--- config.mk ---
export PLATFORM = sky130hd
export DESIGN_NAME = fir_fold_sched
export DESIGN_NICKNAME = d
export VERILOG_FILES = /design/src/rtl/fir_fold_sched.sv
export SDC_FILE = /design/constraint.sdc
export NUM_CORES = 1
export LEC_CHECK = 0
export ABC_CLOCK_PERIOD_IN_PS = 10270
export BUFFER_PORTS_ARGS = -buffer_cell sky130_fd_sc_hd__clkbuf_2
export CAP_MARGIN = 20
export CORE_UTILIZATION = 52
export DETAILED_ROUTE_END_ITERATION = 8
export PLACE_DENSITY = 0.73
export SLEW_MARGIN = 30
export SYNTH_ARGS = -nofsm -noshare
export SYNTH_HDL_FRONTEND = slang
export SYNTH_SLANG_ARGS = --single-unit
--- constraint.sdc ---
create_clock -name CLK -period 10.27 [get_ports CLK]
set_input_delay 0.5135 -clock CLK [delete_from_list [all_inputs] [get_ports CLK]]
set_output_delay 0.5135 -clock CLK [all_outputs]
set_load 0.05 [all_outputs]
--- src/rtl/fir_fold_sched.sv ---
// Folded 9-tap FIR: one shared 11x11 multiplier and a 26-bit accumulator, one tap per clock.
// A 9-entry circular sample buffer replaces the delay line; VIN/READY gates one sample per 10 cycles.
module fir_fold_sched (
    input  logic               CLK,
    input  logic               RST_n,
    input  logic signed [10:0] DIN,
    input  logic               VIN,
    output logic               READY,
    input  logic signed [10:0] H0,
    input  logic signed [10:0] H1,
    input  logic signed [10:0] H2,
    input  logic signed [10:0] H3,
    input  logic signed [10:0] H4,
    input  logic signed [10:0] H5,
    input  logic signed [10:0] H6,
    input  logic signed [10:0] H7,
    input  logic signed [10:0] H8,
    output logic signed [10:0] DOUT,
    output logic               VOUT
);

    typedef enum logic {StIdle, StMac} state_t;

    state_t             r_state;
    state_t             w_state_nxt;
    logic               r_ready;
    logic               w_ready_nxt;
    logic               r_vout;
    logic signed [10:0] r_dout;
    logic signed [10:0] r_buf [9];
    logic signed [10:0] r_hs  [9];
    logic signed [10:0] w_h   [9];
    logic [3:0]         r_wptr;
    logic [3:0]         r_newest;
    logic [3:0]         r_tap;
    logic [3:0]         w_idx;
    logic signed [25:0] r_acc;
    logic signed [25:0] w_sum;
    logic signed [21:0] w_prod;
    logic signed [21:0] w_opa;
    logic signed [21:0] w_opb;
    logic               w_accept;
    logic               w_last;

    assign w_h[0] = H0;
    assign w_h[1] = H1;
    assign w_h[2] = H2;
    assign w_h[3] = H3;
    assign w_h[4] = H4;
    assign w_h[5] = H5;
    assign w_h[6] = H6;
    assign w_h[7] = H7;
    assign w_h[8] = H8;

    // Tap k reads the sample k positions older than the newest, modulo 9.
    assign w_idx  = (r_newest >= r_tap) ? (r_newest - r_tap) : (r_newest + 4'd9 - r_tap);
    assign w_opa  = {{11{r_hs[r_tap][10]}}, r_hs[r_tap]};
    assign w_opb  = {{11{r_buf[w_idx][10]}}, r_buf[w_idx]};
    assign w_prod = w_opa * w_opb;
    assign w_sum  = r_acc + {{4{w_prod[21]}}, w_prod};

    always_comb begin
        w_state_nxt = r_state;
        w_ready_nxt = r_ready;
        w_accept    = 1'b0;
        w_last      = 1'b0;
        unique case (r_state)
            StIdle: begin
                w_accept = VIN & r_ready;
                if (w_accept) begin
                    w_state_nxt = StMac;
                    w_ready_nxt = 1'b0;
                end else begin
                    w_ready_nxt = 1'b1;
                end
            end
            StMac: begin
                if (r_tap == 4'd8) begin
                    w_last      = 1'b1;
                    w_state_nxt = StIdle;
                    w_ready_nxt = 1'b1;
                end
            end
        endcase
    end

    always_ff @(posedge CLK) begin
        if (!RST_n) begin
            r_state  <= StIdle;
            r_ready  <= 1'b0;
            r_vout   <= 1'b0;
            r_dout   <= '0;
            r_wptr   <= '0;
            r_newest <= '0;
            r_tap    <= '0;
            r_acc    <= '0;
            for (int i = 0; i < 9; i++) begin
                r_buf[i] <= '0;
                r_hs[i]  <= '0;
            end
        end else begin
            r_state <= w_state_nxt;
            r_ready <= w_ready_nxt;
            r_vout  <= w_last;
            if (w_accept) begin
                r_buf[r_wptr] <= DIN;
                r_newest      <= r_wptr;
                r_wptr        <= (r_wptr == 4'd8) ? 4'd0 : r_wptr + 4'd1;
                r_hs          <= w_h;
                r_acc         <= '0;
                r_tap         <= '0;
            end else if (r_state == StMac) begin
                r_acc <= w_sum;
                if (w_last) begin
                    r_tap  <= '0;
                    // Floor by 2^10 and wrap to 11 bits, no rounding or saturation.
                    r_dout <= w_sum[20:10];
                end else begin
                    r_tap <= r_tap + 4'd1;
                end
            end
        end
    end

    assign READY = r_ready;
    assign VOUT  = r_vout;
    assign DOUT  = r_dout;

endmodule

==> results.cfg <==
[worst_hold_path]
holdPathStages = 3
hold_path_class = input pin to flop

[grt]
grt_start_max_net_pins = 109
grt.total_usage_pct = 24.7
grt_pass1_vias = 15022
antenna_found_initial = 0
grt-ovfl-total = 0
grt_pass1_wl_mm = 76.5

[critical_path]
worstPathMaxFanout = 65
critPathKind = flop to flop
cp.required_ns = 10.74
max_stage_delay_ns = 0.53
regToRegSetupSlack_ns = 0.63
cp-end-kind = flop
cp.arrival_ns = 10.11
cp-start-kind = flop
rr_worst_depth = 42
crit_slowest_cell = fa_1

[sta]
fmax_ghz = 0.104
period_needed_ns = 9.64
timing.final.crit_share_pct = 93.9
rsz0062_at_grt = false
tightest_slew_ns = 0.972
final.setup.tns_ns = 0
setup-violations-final = 0
fin_skew_ns = 0.0151
hold_violations = 0
maxSlewHeadroom_pct = 34.9
slew_viol_final = 0

[pwr]
p_comb_share_pct = 29.0
irDropWorstVdd_uv = 116
seq_power_share_pct = 37.4
pwr-share-clk_pct = 33.6
power_density_nw_per_um2 = 168
cellLeakagePower_nw = 9.21
p_int_mw = 2.62
switching_share_pct = 31.5
netSwitchingPower_mw = 1.20

[synth]
async_flop_share_pct = 0
synth_top_family_by_area = simple AND/OR/NAND/NOR gates
syn_nets = 2343
synth_most_common_cell = nand2_1
synth_largest_area_cell = edfxtp_1
synth-adder-area-share_pct = 16.4
syn_inst = 2034
synth_top_area_share_pct = 26.1
postSynthAreaPerCell_sq_um = 9.97
synthTopCellsByArea = edfxtp_1 26%, dfxtp_1 14%, fa_1 12%
synth_mux_area_share_pct = 5.36
synth_warnings = 0
synth_cell_types = 62
yosys.area_share.simple_pct = 16.7
synthTopCellsByCount = 328 x nand2_1, 176 x edfxtp_1, 170 x inv_1
seq_area_frac_synth_pct = 40.5
synth_edf_count = 176
synth_xor_area_share_pct = 2.47
synth_compound_area_share_pct = 12.7
synth_area_sq_um = 20300
synth_ff_type = edfxtp_1
ys_ff_latch = 322

[drt]
drt_iter0_drc = 995
vias_per_cell = 5.61
wl_met2_mm = 22.6
antenna_left = 0
dr_total_vias = 14831
wl_per_cell_um = 18.2
wl_met3_mm = 3.20
firstDrtPassIters = 5
drt-met1-wl_mm = 20.6
drt-total-wl_mm = 48.1
highest-signal-layer = met4
drcViolationCount = 0

[floorplanning]
initial_core_util_pct = 53.3
die_y_um = 199
io-pin-count = 126
core_sq_um = 38000
num_rows = 71
die_area_sq_um = 39800
die_w_um = 199

[finish]
fillers = 3216
n_antenna_cell = 0
drive_above_1_share_pct = 15.5
syn2layout_area_growth_pct = 12.1
finalNonFillerCells = 2646
finalNetCount = 2421

[clock_network]
clk_latency_ns = 0.54
cts-root-buf = clkbuf_16
htree_levels = 2
cts_sinks = 322
cts-buffers-inserted = 36
clockBufferDepth = 3
hold_buffers = 0
cts_tree = built
cts.clk_slew.worst_paths_ns = 0.06

[place]
io_buffers = 125
hpwl_mm = 33.0
dp.cells = 2579
gp_congestion = 0.856

[job]
maxCapViolations = 0

[outcome]
status = complete, no violations
[state kept, by name, indices dropped and copies added (netlist names)]
name,flops
r_state,1
r_tap,4
r_acc,21
r_hs,99
r_newest,4
r_wptr,4
r_buf,176
VOUT,1
READY,1
DOUT,11
[stage by stage]
step | power [mW] | area [sq um] | setup WS, ns | util, % | hold slack, ns
2_1_floorplan | 2.29 | 20300 | 0.618 | - | 0.440
5_1_grt | 4.04 | 22700 | 0.0350 | 59.8 | 0.203
4_1_cts | 3.83 | 22600 | 0.117 | 59.4 | 0.190
3_3_place_gp | 2.51 | 21400 | 0.513 | 56.3 | 0.449
3_5_place_dp | 2.55 | 21400 | 0.154 | 56.4 | 0.455
6_report | 3.83 | 22700 | 0.627 | 59.8 | 0.198
[per-layer routing]
metal / GRT usage [%] / vias up
met4: 9.64 / 0
li1: - / 7002
met1: 33.3 / 7248
met3: 3.88 / 100
met2: 40.1 / 481
met5: 0 / -
[power by group through the flow]
stage	registers [mW]	logic, mW	clock network, mW
after floorplan	1.45	0.838	0
after global placement	1.46	1.05	0
after detailed placement	1.46	1.09	0
after CTS	1.43	1.10	1.30
after global routing	1.44	1.25	1.35
final	1.43	1.11	1.29
[layout by cell type (no fill, tap or decap), types with 5 or more instances in the layout]
cell	netlist	final
a21o_1	24	19
o221ai_1	16	16
mux2i_1	51	48
ha_1	79	78
or2_2	47	46
nor3_1	9	9
clkbuf_16	0	37
a21o_2	0	6
o2111ai_1	32	32
mux4_2	22	22
nand2b_1	19	19
inv_1	170	169
a31oi_1	19	19
o21ai_0	19	18
xnor2_1	38	38
nand2_1	328	327
edfxtp_1	176	176
and2_1	136	135
nor2b_1	27	27
a311oi_1	17	17
clkbuf_1	108	10
dfxtp_1	146	144
clkbuf_2	1	124
o21bai_1	5	5
a21oi_1	49	46
a211oi_1	41	39
nand3_1	22	22
fa_1	117	117
xor2_1	16	16
buf_4	1	45
and2_0	13	13
nor2_1	110	106
a21boi_0	113	113
[cells by family after synthesis]
logic type               count (synthesis)
AND/OR/NAND/NOR                        722
multiplexers                            79
buffers and inverters                  306
flip-flops                             322
AO/OA/AOI/OAI                          354
adder cells (fa/ha/maj)                196
XOR/XNOR                                55
[worst max-delay path, delay by kind of cell, from the launching register on]
kind,cells,cell delay [ns]
buffers and inverters,6,0.75
xor gates and xnor gates,2,0.30
DFF,1,0.31
and+or+nand+nor,4,0.72
adders and majority gates,8,2.99
AOI/OAI and AO/OA,21,4.08
muxes,1,0.30
[layout make-up]
type / instances / area [sq um] / area share (%)
multi-input cells: 1407 / 11000 / 48.4
repair buffers: 175 / 1060 / 4.65
inverters: 170 / 642 / 2.83
flip-flops and latches: 322 / 8210 / 36.1
clock inverters: 11 / 164 / 0.721
clock buffers: 50 / 1000 / 4.42
well taps: 511 / 639 / 2.81
[final timing paths]
path,startpoint,endpoint
hold / removal,H2[10],r_hs[76]$_SDFFE_PN0P_
setup / recovery,r_tap[3]$_SDFFE_PP0P_,DOUT[10]$_SDFFE_PN0P_
setup reg to reg,r_tap[3]$_SDFFE_PP0P_,DOUT[10]$_SDFFE_PN0P_
hold reg to reg,r_hs[76]$_SDFFE_PN0P_,r_hs[76]$_SDFFE_PN0P_
[timing repair]
| action | CTS | global route |
|---|---|---|
| setup buffers | 0 | 5 |
| resized for setup | 0 | 15 |
| setup endpoints to repair | 0 | 8 |
No activity file was read; power rests on OpenSTA's default activity.
